[src/rtl/ps2_host_tx.sv]
// PS/2 host-to-device transmitter: the send path that runs beside the PS/2 receiver on the
// keyboard port. It sends one command byte (for example 0xED set-LEDs or 0xFF reset) by pulling
// ps2_clk and ps2_data low through open-drain enables.
//
// Ports
//   clk           system clock (dot_clk)
//   rstn_i        asynchronous reset, active low
//   tx_data_i     byte to send; latched when tx_start_i is accepted
//   tx_start_i    one-cycle send request; accepted only while idle
//   ps2c_i        PS/2 clock pin level (asynchronous)
//   ps2d_i        PS/2 data pin level (asynchronous)
//   ps2c_oe_o     1 = pull PS/2 clock low, 0 = release
//   ps2d_oe_o     1 = pull PS/2 data low, 0 = release
//   tx_busy_o     high whenever a frame is in progress
//   tx_done_o     one-cycle pulse: frame sent and acknowledged by the device
//   tx_err_o      one-cycle pulse: timeout or missing acknowledge
//   rx_inhibit_o  mirrors tx_busy_o so the receiver ignores host-driven edges
module ps2_host_tx #(
  parameter int unsigned INHIBIT_CYCLES = 800,
  parameter int unsigned TIMEOUT_CYCLES = 15760,
  parameter int unsigned FILTER_LEN     = 8
) (
  input  logic       clk,
  input  logic       rstn_i,
  input  logic [7:0] tx_data_i,
  input  logic       tx_start_i,
  input  logic       ps2c_i,
  input  logic       ps2d_i,
  output logic       ps2c_oe_o,
  output logic       ps2d_oe_o,
  output logic       tx_busy_o,
  output logic       tx_done_o,
  output logic       tx_err_o,
  output logic       rx_inhibit_o
);

  localparam int unsigned InhW = $clog2(INHIBIT_CYCLES + 1);
  localparam int unsigned TmoW = $clog2(TIMEOUT_CYCLES + 1);
  localparam logic [InhW-1:0] InhLast = InhW'(INHIBIT_CYCLES - 1);
  localparam logic [InhW-1:0] InhMax  = InhW'(INHIBIT_CYCLES);
  localparam logic [InhW-1:0] InhOne  = InhW'(1);
  localparam logic [TmoW-1:0] TmoLast = TmoW'(TIMEOUT_CYCLES - 1);
  localparam logic [TmoW-1:0] TmoMax  = TmoW'(TIMEOUT_CYCLES);
  localparam logic [TmoW-1:0] TmoOne  = TmoW'(1);

  typedef enum logic [2:0] {
    StIdle, StInhibit, StRts, StSend, StAck, StWaitIdle
  } state_e;

  // Input conditioning: two-flop synchroniser, then a glitch filter that only changes the
  // filtered level once FILTER_LEN consecutive samples agree. Idle bus level is 1.
  logic [1:0]            c_sync_q, d_sync_q;
  logic [FILTER_LEN-1:0] c_shift_q, d_shift_q;
  logic                  c_filt_q, d_filt_q;
  logic                  fall;

  always_ff @(posedge clk or negedge rstn_i) begin
    if (!rstn_i) begin
      c_sync_q  <= '1;
      d_sync_q  <= '1;
      c_shift_q <= '1;
      d_shift_q <= '1;
      c_filt_q  <= 1'b1;
      d_filt_q  <= 1'b1;
    end else begin
      c_sync_q  <= {c_sync_q[0], ps2c_i};
      d_sync_q  <= {d_sync_q[0], ps2d_i};
      c_shift_q <= {c_shift_q[FILTER_LEN-2:0], c_sync_q[1]};
      d_shift_q <= {d_shift_q[FILTER_LEN-2:0], d_sync_q[1]};
      if (&c_shift_q)       c_filt_q <= 1'b1;
      else if (~|c_shift_q) c_filt_q <= 1'b0;
      if (&d_shift_q)       d_filt_q <= 1'b1;
      else if (~|d_shift_q) d_filt_q <= 1'b0;
    end
  end

  // Fall is flagged in the cycle the filter settles low, one clock before c_filt_q follows.
  assign fall = c_filt_q & ~|c_shift_q;

  state_e          state_q, state_d;
  logic [InhW-1:0] inh_q, inh_d;
  logic [TmoW-1:0] tmo_q, tmo_d;
  logic [3:0]      bit_q, bit_d;
  logic [8:0]      frame_q, frame_d;   // {parity, data}
  logic            d_low_q, d_low_d;   // level currently presented on data while sending
  logic            tmo_run, tmo_hit;

  always_ff @(posedge clk or negedge rstn_i) begin
    if (!rstn_i) begin
      state_q <= StIdle;
      inh_q   <= '0;
      tmo_q   <= '0;
      bit_q   <= '0;
      frame_q <= '0;
      d_low_q <= 1'b0;
    end else begin
      state_q <= state_d;
      inh_q   <= inh_d;
      tmo_q   <= tmo_d;
      bit_q   <= bit_d;
      frame_q <= frame_d;
      d_low_q <= d_low_d;
    end
  end

  always_comb begin
    state_d   = state_q;
    inh_d     = inh_q;
    tmo_d     = tmo_q;
    bit_d     = bit_q;
    frame_d   = frame_q;
    d_low_d   = d_low_q;
    ps2c_oe_o = 1'b0;
    ps2d_oe_o = 1'b0;
    tx_done_o = 1'b0;
    tx_err_o  = 1'b0;

    tmo_run = (state_q == StSend) || (state_q == StAck) || (state_q == StWaitIdle);
    tmo_hit = tmo_run && !fall && (tmo_q >= TmoLast);
    if (tmo_run) begin
      if (fall)                 tmo_d = '0;
      else if (tmo_q != TmoMax) tmo_d = tmo_q + TmoOne;
    end

    unique case (state_q)
      StIdle: begin
        if (tx_start_i) begin
          frame_d = {~^tx_data_i, tx_data_i};
          inh_d   = '0;
          state_d = StInhibit;
        end
      end
      StInhibit: begin
        ps2c_oe_o = 1'b1;
        if (inh_q >= InhLast) state_d = StRts;
        if (inh_q != InhMax)  inh_d   = inh_q + InhOne;
      end
      StRts: begin
        ps2c_oe_o = 1'b1;
        ps2d_oe_o = 1'b1;
        bit_d     = '0;
        tmo_d     = '0;
        d_low_d   = 1'b1;   // start bit stays on the line until the first device fall
        state_d   = StSend;
      end
      StSend: begin
        ps2d_oe_o = d_low_q;
        if (fall) begin
          bit_d = bit_q + 4'd1;
          if (bit_q < 4'd9) begin
            d_low_d = ~frame_q[bit_q];
          end else begin
            d_low_d = 1'b0;   // stop bit: release data
            state_d = StAck;
          end
        end
      end
      StAck: begin
        if (fall) begin
          if (!d_filt_q) begin
            state_d = StWaitIdle;
          end else begin
            tx_err_o = 1'b1;
            state_d  = StIdle;
          end
        end
      end
      StWaitIdle: begin
        if (c_filt_q && d_filt_q) begin
          tx_done_o = 1'b1;
          state_d   = StIdle;
        end
      end
      default: state_d = StIdle;
    endcase

    // Abort releases both lines in the same cycle the error pulse is raised.
    if (tmo_hit && !tx_done_o) begin
      state_d   = StIdle;
      tx_err_o  = 1'b1;
      ps2c_oe_o = 1'b0;
      ps2d_oe_o = 1'b0;
      d_low_d   = 1'b0;
    end
  end

  assign tx_busy_o    = (state_q != StIdle);
  assign rx_inhibit_o = tx_busy_o;

endmodule

[config.mk]
export PLATFORM = sky130hd
export DESIGN_NAME = ps2_host_tx
export DESIGN_NICKNAME = d
export VERILOG_FILES = /design/src/rtl/ps2_host_tx.sv
export SDC_FILE = /design/constraint.sdc
export NUM_CORES = 1
export LEC_CHECK = 0
export CAP_MARGIN = 10
export CORE_MARGIN = 1.5
export CORE_UTILIZATION = 53
export DETAILED_ROUTE_END_ITERATION = 8
export GPL_ROUTABILITY_DRIVEN = 0
export PLACE_DENSITY = 0.75
export RECOVER_POWER = 100
export SLEW_MARGIN = 20
export SYNTH_ARGS = -nofsm -noshare
export SYNTH_HDL_FRONTEND = slang
export SYNTH_SLANG_ARGS = --single-unit
[constraint.sdc]
create_clock -name clk -period 2.2 [get_ports clk]
set_clock_uncertainty 0.2 [all_clocks]
set_input_delay 0.22 -clock clk [delete_from_list [all_inputs] [get_ports clk]]
set_output_delay 0.22 -clock clk [all_outputs]
set_load 0.005 [all_outputs]
### Word-level counts from Yosys, hierarchy flattened

Cells that the tools add are included.

| cells by class | value |
|---|---|
| $add $sub $neg | 3 |
| multiply operators | 0 |
| div/mod/pow operators | 0 |
| $lt $le $gt $ge | 4 |
| equality and inequality tests | 18 |
| shift operators | 0 |
| muxes and demuxes | 38 |
| bitwise logic cells | 2 |
| reductions and logical operators | 28 |

Operator list:

| kind | number |
|---|---|
| $mux W14 | 4 |
| $mux W3 | 8 |
| $mux W10 | 2 |
| $pmux W10 S2 | 1 |
| $pmux W3 S6 | 1 |
| $mux W1 | 17 |
| $reduce_and A8 Y1 | 2 |
| $reduce_or A8 Y1 | 2 |
| $add A14 B1 Y14 const B | 1 |
| $ge A14 B14 Y1 const B | 1 |
| $ne A14 B14 Y1 const B | 1 |
| $add A10 B1 Y10 const B | 1 |
| $ge A10 B10 Y1 const B | 1 |
| $ne A10 B10 Y1 const B | 1 |
| $ne A2 B2 Y1 const B | 5 |
| $ne A3 B2 Y1 const B | 3 |
| $reduce_bool A3 Y1 | 3 |
| $pmux W4 S2 | 1 |
| $reduce_and A2 Y1 | 4 |
| $reduce_xnor A8 Y1 | 1 |
| $eq A3 B2 Y1 const B | 2 |
| $eq A3 B3 Y1 const B | 2 |
| $ne A3 B3 Y1 const B | 2 |
| $reduce_and A6 Y1 | 1 |
| other kinds (17) | 26 |

| storage, ports and cells | value |
|---|---|
| register bits | 63 |
| bits in latches | 0 |
| RAM bits | 0 |
| bits in read-only memories | 0 |
| input port bits | 13 |
| logic and storage cells | 105 |
| memories kept | 0 |

### Longest topological paths before layout

Gate-level depths: netlist (run 1).

| logic depth | value |
|---|---|
| depth after elaboration | 9 |
| mapped depth | 8 |

### Least setup slack after synthesis (run 1)

Ideal clock, no wire load.

| path | value |
|---|---|
| path type | register to register |
| start | register bit_q[0] |
| end | register state_q[1] |
| arrival | 1.759 ns |
| required time | 1.875 ns |
| slack | 0.116 ns |
| stages on the path, launching flop included | 9 |
| path through | dfrtp_1 clkbuf_1 inv_1 ha_1 nand2b_1 a21oi_1 a211o_1 a41o_1 mux2_4 |

| between the ends | value |
|---|---|
| cells in the longest elaborated chain, start to end | 3 |

RTL lines:

| element | line | source |
|---|---|---|
| start, declared | 83 | `logic [3:0] bit_q, bit_d;` |
| start signal, assigned | 100 | `bit_q <= bit_d;` |
| $lt A4 B4 Y1 | 150 | `if (bit_q < 4'd9) begin` |
| $ne A3 B2 Y1 (no source line) | -- |  |
| $reduce_and A6 Y1 (no source line) | -- |  |
| end signal, assigned | 90 | `state_q <= StIdle;` |
| end signal, assigned | 97 | `state_q <= state_d;` |
| end, declared | 80 | `state_e state_q, state_d;` |

No other way between the ends.
A chain may end at the register's enable or synchronous reset.

### Worst setup path after layout (run 1)

| path | value |
|---|---|
| start | register tmo_q[0] |
| end | output tx_err_o |

| between the ends | value |
|---|---|
| cells in the longest elaborated chain, start to end | 4 |

RTL lines:

| element | line | source |
|---|---|---|
| start, declared | 82 | `logic [TmoW-1:0] tmo_q, tmo_d;` |
| start signal, assigned | 99 | `tmo_q <= tmo_d;` |
| $ge A14 B14 Y1 | 119 | `tmo_hit = tmo_run && !fall && (tmo_q >= TmoLast);` |
| $logic_and A1 B1 Y1 | 119 |  |
| $logic_and A1 B1 Y1 | 178 | `if (tmo_hit && !tx_done_o) begin` |
| $mux W1 | 178 |  |
| end, declared | 33 | `output logic tx_err_o,` |

No other way between the ends.

==> impl.org, run 1 <==
** Run status
- Outcome :: complete, but fails checks
- The checks that failed: negative setup slack.

** Logic synthesis
- Synth Cell Area :: roughly 0.0031 sq mm
- Post-Syn Area per Cell :: approximately 11 sq um
- After synthesis, the most frequently instantiated cells are 41 x dfrtp_1, 26 x nor2_1, 22 x dfstp_2.
- Synthesis inferred 63 register bits.
- The synthesized netlist devotes under 10% of its cell area to adder and majority cells.
- Summing the areas of all xor and xnor instances in the mapped netlist gives under 10% of the synthesized area.
- By area, the combinational part of the netlist is dominated by simple AND/OR/NAND/NOR gates.
- Cell with the most instances after synthesis :: dfrtp_1
- The most used flip-flop cell after synthesis is dfrtp_1.
- Summing the areas of all compound-gate instances in the mapped netlist gives around 11% of the synthesized area.
- Yosys printed 0 warnings.
- Top cells by area, synth :: dfrtp_1 33%, dfstp_2 18%, xnor2_1 4.5%
- Mux cell area share after synthesis :: under 10%
- After synthesis, flip-flops and latches occupy about half of the total area.
- EDFF count, synth :: 0
- For this run, asynchronously set or reset flops after synthesis account for between 90% and 100%.
- Area share of the largest cell type after synthesis :: 32.7%
- The number of different library cells used by synthesis comes to 58.
- Post-synth top area cell :: dfrtp_1
- Counting every net in the synthesized netlist gives 309.
- Area share of and/or/nand/nor cells after synthesis :: between 10% and 20%
- In the synthesized netlist, the number of instances is 290.

** Timing
- Actual slew at the worst max-slew pin :: roughly 1.3 ns
- Setup slack on the critical path of the routed design comes to -0.0468 ns.
- Derived from the worst setup path, the maximum achievable clock frequency is 445 MHz.
- Setup violation total in the final timing report :: 1
- Endpoints failing hold :: 0
- Final hold analysis gives a worst-case slack of around 0.15 ns.
- Slew headroom :: roughly a tenth
- The max-slew violation total from the final report came to 0.
- Final clock period utilization by the worst path :: 102%
- Setup repair after global routing could not meet its margin everywhere.
- For the finished layout, the period the worst path requires is 2.25 ns.

** Route
- The first detailed-routing pass ran for 4 iterations.
- Number of vias after detailed routing :: approximately 2400
- Via density per instance :: roughly 5.6
- DRC errors left :: 0
- The detailed router finished its first iteration with ~190 violations.
- Post-DR wirelength/cell :: between 10 and 15 um
- Remaining antenna violation count :: 0
- Total routed wirelength :: approximately 6400 um

** Power
- Switching power :: approximately 0.52 mW
- Cell internal power was estimated by the tool at between 1.5 and 2 mW.
- Combinational logic burns roughly 4.4% of the power.
- After layout, the design draws a total of 2.30 mW.
- Sequential share of power :: between 50% and 60%
- Power spread over the standard cell area amounts to ~580 mW/mm^2.
- Across the VDD grid, the largest voltage drop is ~450 uV.
- Net switching is ~22% of the power.
- Relative contribution of the clock network to total power :: between 40% and 50%
- Leakage power total :: ~1.7 nW

** Global routing
- Global-route congestion overflow total :: 0
- Largest net degree at the start of global routing :: 64
- Number of antenna violations at the first check in global routing :: 0
- First-pass GRT wire length :: between 10000 and 15000 um
- The via count of the first global-routing pass is between 2000 and 2500.
- Global routing used 22.0% of the available tracks.

** Die
- The die is about 80 um wide.
- Std cell rows :: 27
- IO Pins :: 19
- Effective utilization at floorplan :: 56.0%
- Core area :: approximately 0.0056 sq mm
- The die covers roughly 0.0064 sq mm.
- The die is roughly 80 um tall.

** Cells and area
- Relative to the synthesized area, the layout overhead comes to 26.5%.
- Fill cells in the final layout number 444.
- Antenna Diode Count :: 0
- Final Util :: between 70 and 80%
- At the end of the flow, the number of nets in the layout was about 370.
- Layout cell share with drive strength beyond 1 :: a little under a third

** Critical path
- The worst setup path is captured at an output pin.
- Data on the critical path is required at its endpoint by 1.78 ns.
- Along the worst path, the maximum fanout reaches 2.
- STA puts the critical path data arrival time at ~1.8 ns.
- The worst register-to-register path begins at tmo_q[1]$_DFFE_PN0P_.
- The worst register-to-register path ends at tmo_q[2]$_DFFE_PN0P_.
- Setup crit start :: tmo_q[0]$_DFFE_PN0P_
- Register-to-register setup slack :: about 0.04 ns
- The worst register-to-register path has a depth of 9.
- The critical path is of the reg -> out type.
- CP startpoint kind :: flop
- Worst setup path end :: tx_err_o

** Clocking
- In this run the clock root is driven by a clkbuf_8.
- Clock-pin slew was measured on the worst setup and hold paths at approximately 0.080 ns.
- Number of sinks handled by clock tree synthesis :: 63
- TritonCTS clock tree :: yes
- Clock network latency to the later pin of the worst-skew pair :: about 0.34 ns
- Clock Path Buffers :: 2
- Buffers inserted during clock tree synthesis total 9.
- The clock tree synthesis step divided the H-tree into 3 levels.

** Hold path
- In this run the most critical hold path is launched from d_shift_q[5]$_DFF_PN1_.
- In this run the worst hold path is classified as reg -> reg.

** Placement
- In this run the tool buffered the top-level ports with 18 buffer cells.
- Once detailed placement completed, the half-perimeter wirelength came to approximately 4300 um.

** Job
- Across the run, the number of max-cap violations was 0.
stage by stage:
step	instance area, sq um	setup WS (ns)	std cells	TNS (ns)
final	3970	-0.0468	432	-0.0468
after global routing	3970	-0.0968	432	-0.446
after CTS	3890	-0.00900	427	-0.00900
after detailed placement	3630	-0.124	406	-0.203
after global placement	3630	-0.0298	406	-0.0298
after floorplan	3140	0.116	290	0
worst max-delay path, cell delays in order (launching register included):
cell and delay, ns:
dfrtp_1 0.36, ha_2 0.22, nand3_4 0.08, a311oi_4 0.33
nand3_2 0.14, buf_6 0.14, o41ai_2 0.04, buf_2 0.17
layer usage:
layer  track usage (%)  wire (um)  vias up
met1              29.9       2990     1185
li1                  -          -     1164
met2              34.6       3110       44
met3              4.00        194       11
met4              9.31        114        0
met5                 0          0        -
layout make-up:
type,count,area (sq um),area share (%)
timing repair buffer,62,493,12.4
clock inverter,2,11.3,0.284
multi-input combinational,206,1540,38.7
tap,72,90.1,2.27
clock buffer,14,184,4.63
inverter,13,48.8,1.23
sequential,63,1610,40.4
sequential cells by signal (all words and copies together), names as in the netlist:
signal / cells
d_sync_q: 2
d_filt_q: 1
d_low_q: 1
inh_q: 10
state_q: 3
c_filt_q: 1
frame_q: 9
d_shift_q: 8
c_shift_q: 8
c_sync_q: 2
bit_q: 4
tmo_q: 14
logic make-up after synthesis:
group,count (synthesis)
compound gates,51
simple gates,111
fa+ha+maj,6
flops,63
mux,14
xor+xnor,24
buf+inv,21
how the worst min path moves through the flow:
| stage | end | slack (ns) | cells after the start |
|---|---|---|---|
| CTS | d_sync_q[0]$_DFF_PN1_ | 0.10 | 1 |
| detailed placement | tmo_q[8]$_DFFE_PN0P_ | 0.05 | 2 |
| global route | d_shift_q[6]$_DFF_PN1_ | 0.16 | 0 |
| global placement | tmo_q[8]$_DFFE_PN0P_ | 0.05 | 2 |
| floorplan | bit_q[0]$_DFFE_PN0P_ | -0.28 | 0 |
| finish | d_shift_q[6]$_DFF_PN1_ | 0.15 | 0 |
power groups by stage:
| stage | registers [mW] | clock network, mW | logic [mW] |
|---|---|---|---|
| after floorplan | 1.24 | 0 | 0.0433 |
| after global placement | 1.24 | 0 | 0.0978 |
| after detailed placement | 1.24 | 0 | 0.101 |
| after CTS | 1.22 | 0.984 | 0.104 |
| after global routing | 1.22 | 1.04 | 0.112 |
| final | 1.22 | 0.977 | 0.100 |
placed cells by master (no fill, tap or decap), types with 4 or more instances in the layout:
master	n
dfrtp_1	40
buf_4	40
nor2_1	24
nand2_1	21
xnor2_1	16
o21ai_0	13
nand3_1	13
inv_1	12
dfstp_2	11
dfstp_1	11
clkbuf_8	11
clkdlybuf4s50_1	11
a21oi_1	10
nand4_1	8
mux2_2	8
xor2_1	7
nor3_1	6
o31ai_1	6
nand2b_1	5
and3_1	5
ha_1	5
o21ai_1	4
repair_timing:
item                                    4_1_cts  5_1_grt
buffers inserted                              4        6
endpoints found under the setup margin        4       10
gates resized for setup                      15       13
pin swaps                                     6       10
hold endpoints to repair                     63        0
hold buffers                                  1        0
Note: power is estimated with default switching activity, not from simulation.
==> run 2: changes to the inputs <==
CORE_UTILIZATION = 40   (was 53)
PLACE_DENSITY = unset   (was 0.75)
==> run 2 against run 1 <==
- the run still ends with negative setup slack left
- worst hold slack better by 0.0093 ns
- critical path depth unchanged
- sequential cell count unchanged
- first-iteration DRC count down 35%
- sequential share of layout area down 0.79 points
- cell area up 2.0%
- non-clock buffer count up 7
- combinational power about the same
- register-to-register slack worse by 0.02 ns
==> impl.org, run 2 (synthesis gave the netlist of run 1 again) <==
** Clocking
- The tree is rooted in a clkbuf_8.
- Depth of the CTS H-tree :: 3
- Number of sinks handled by clock tree synthesis :: between 60 and 70
- The longest clock path from root to sink contains 2 buffers.
- CTS clk-pin slew, worst paths :: approximately 0.070 ns
- TritonCTS clock tree :: yes
- Clock network latency to the later pin of the worst-skew pair :: around 0.35 ns
- Buffers inserted during clock tree synthesis total 9.

** Cells and area
- The top cell types in the final layout, fill and taps aside, are 40 x dfrtp_1, 39 x buf_4, 24 x nor2_1.
- Excluding fillers, the count of instances in the completed layout stands at roughly 470.
- The area growth from synthesis to layout is 29.0%.
- The repair_antennas step left the layout with diodes totalling 0.
- After filler insertion, the fill cell instance count of the layout stands at 680.
- Final nets :: about 380
- After routing the design area is 0.00405 sq mm.
- The largest registers in the layout are tmo_q: 14 flops, inh_q: 10 flops, frame_q: 9 flops.
- Register with the most flip-flops :: tmo_q
- In the final layout, the share of cells above drive strength 1 is 30.5%.
- Once layout is complete, the utilization of the core stands at between 50% and 60%.
- Leaving out fill and tap cells, the most frequent cell in the layout is dfrtp_1.
- The register with the most flip-flops in the layout has 14 of them.

** Critical path
- In this run the critical register-to-register path is launched from c_shift_q[0]$_DFF_PN1_.
- STA classifies the critical path endpoint as an output pin.
- Max Fanout on Critical Path :: 2
- For the worst setup path, the data arrival time is between 1.5 and 2 ns.
- Register-to-register setup slack :: 0.02 ns
- Tracing the worst setup path back leads to its startpoint at tmo_q[1]$_DFFE_PN0P_.
- CP startpoint kind :: flop
- CP Data Required Time :: ~1.8 ns
- The critical path is of the reg -> out type.
- Series of cell instances along the critical path :: ha_2 -> nand3_2 -> a311oi_2 -> nand3_1 -> buf_6 -> o41ai_4 -> buf_2
- Crit path max-delay cell type :: dfrtp_1
- In this design, the stage delay of the slowest critical-path cell is approximately 0.36 ns.

** Die
- Effective utilization at floorplan :: between 40% and 50%
- After floorplanning, the core was sized to cover 0.00765 sq mm.
- From left edge to right edge, the die measures roughly 92 um.
- Die Height :: about 90 um
- In this run the core area contains 32 standard-cell rows.
- The die covers 0.00839 sq mm.
- 19 I/O pins were placed.

** Route
- Using the TritonRoute via totals, the vias-per-cell ratio works out to roughly 5.0.
- Top Layer Used :: met4
- Number of vias after detailed routing :: roughly 2400
- Wire segments on met2 add up to ~3100 um in the final route.
- Summed over all nets, wire length on met3 after detailed routing comes to around 160 um.
- Iteration-0 DRC Markers :: 122
- In the final routed layout, each cell accounts on average for 13.9 um.
- The detail route stage leaves a number of antenna-violating nets equal to 0.
- Number of search-and-repair iterations in the first detailed-routing pass :: 4
- Wire length the detailed router placed on met1 :: 3070 um
- Total routed wirelength :: about 6500 um
- In the routed design, unresolved DRC markers number 0.

** Run status
- The flow ran to the end, but the final reports show violations.
- Violations in the final reports :: negative setup slack

** Timing
- For this run, the top clock speed supported by timing is 451 MHz.
- Number of slew-limit violations in the final report :: 0
- Actual slew at the worst max-slew pin :: around 1.4 ns
- Min Hold Slack :: approximately 0.16 ns
- In the finished design, the share of the clock period the worst path needs comes to 101%.
- Total negative setup slack :: -0.0163 ns
- Min Tclk post-route :: 2.22 ns
- Endpoints failing hold :: 0
- Unrepaired setup endpoints after global routing :: true
- The worst pin sits at a relative slew slack of a little under a tenth.
- Setup violation total in the final timing report :: 1
- Least setup slack across all paths after layout :: -0.0163 ns

** Global routing
- The via count of the first global-routing pass came to between 2000 and 2500.
- Largest net degree at the start of global routing :: 64
- For this run the aggregate overflow at the end of global routing stands at 0.
- The first global-routing pass estimated approximately 11000 um of wire.
- Number of antenna violations at the first check in global routing :: 0
- For this run, the total global-route usage over all layers was measured as 16.7%.

** Placement
- The placed instances occupy a cell area of about 0.0037 sq mm.
- At the placement stage, the worst setup path has a slack of -0.0755 ns.
- In this run the tool buffered the top-level ports with 18 buffer cells.
- After detailed placement, the design holds a cell count of 441.
- The HPWL after detailed placement is approximately 4300 um.

** Power
- Overall power consumption after layout is estimated at around 2.4 mW.
- Leakage power total :: ~1.7 nW
- Power density normalized to cell area :: between 500 and 600 mW/mm^2
- Worst VDD drop :: between 500 and 600 uV

** Hold path
- Worst hold path startpoint :: d_sync_q[0]$_DFF_PN1_
- In this run the worst hold path is classified as reg -> reg.

** Job
- The tool flagged a number of max-cap violations equal to 0.
[run 2: cell count changes in the layout (fill, tap and decap cells not counted), moves of 2 or more]
cell / change
dfstp_1: +3
clkinvlp_4: +2
inv_1: -2
nor3_2: +2
dfstp_2: -3
clkbuf_1: +2
clkbuf_2: +5
[run 2: final cells by class]
| type | count | area (sq um) | area share [%] |
|---|---|---|---|
| multi-input cells | 206 | 1520 | 37.7 |
| clock inverters | 3 | 21.3 | 0.526 |
| inverters | 13 | 52.6 | 1.30 |
| flip-flops and latches | 63 | 1610 | 39.7 |
| repair buffers | 69 | 526 | 13.0 |
| well taps | 102 | 128 | 3.15 |
| clock buffers | 13 | 191 | 4.73 |
[run 2: power by group]
group / internal, mW / switching, mW
Clock: 0.578 / 0.466
Sequential: 1.19 / 0.0235
Combinational: 0.0494 / 0.0538
Total: 1.82 / 0.543
[run 2: worst max-delay path: cells and delay by family, from the launching register on]
| family | cells | cell delay, ns |
|---|---|---|
| AOI/OAI and AO/OA | 2 | 0.29 |
| adders and majority gates | 1 | 0.20 |
| buffers and inverters | 2 | 0.34 |
| DFF | 1 | 0.36 |
| and+or+nand+nor | 2 | 0.27 |
[run 2: metal layers]
metal | track usage (%) | up-vias
li1 | - | 1179
met4 | 8.98 | 0
met2 | 26.1 | 34
met3 | 3.27 | 14
met1 | 21.8 | 1123
met5 | 0 | -
[run 2: final timing paths]
kind	depth (start not counted)	endpoint
hold reg to reg	0	d_sync_q[1]$_DFF_PN1_
max in group asynchronous	3	state_q[0]$_DFFE_PN0P_
min in group asynchronous	3	inh_q[3]$_DFFE_PN0P_
hold / removal	0	d_sync_q[1]$_DFF_PN1_
setup / recovery	7	tx_err_o
setup reg to reg	6	state_q[1]$_DFFE_PN0P_
[run 2: timing repair]
item	4_1_cts	5_1_grt
hold buffers	1	0
endpoints found under the setup margin	6	10
hold endpoints to repair	63	0
pin swaps	5	9
resized for setup	17	14
setup buffers	5	7
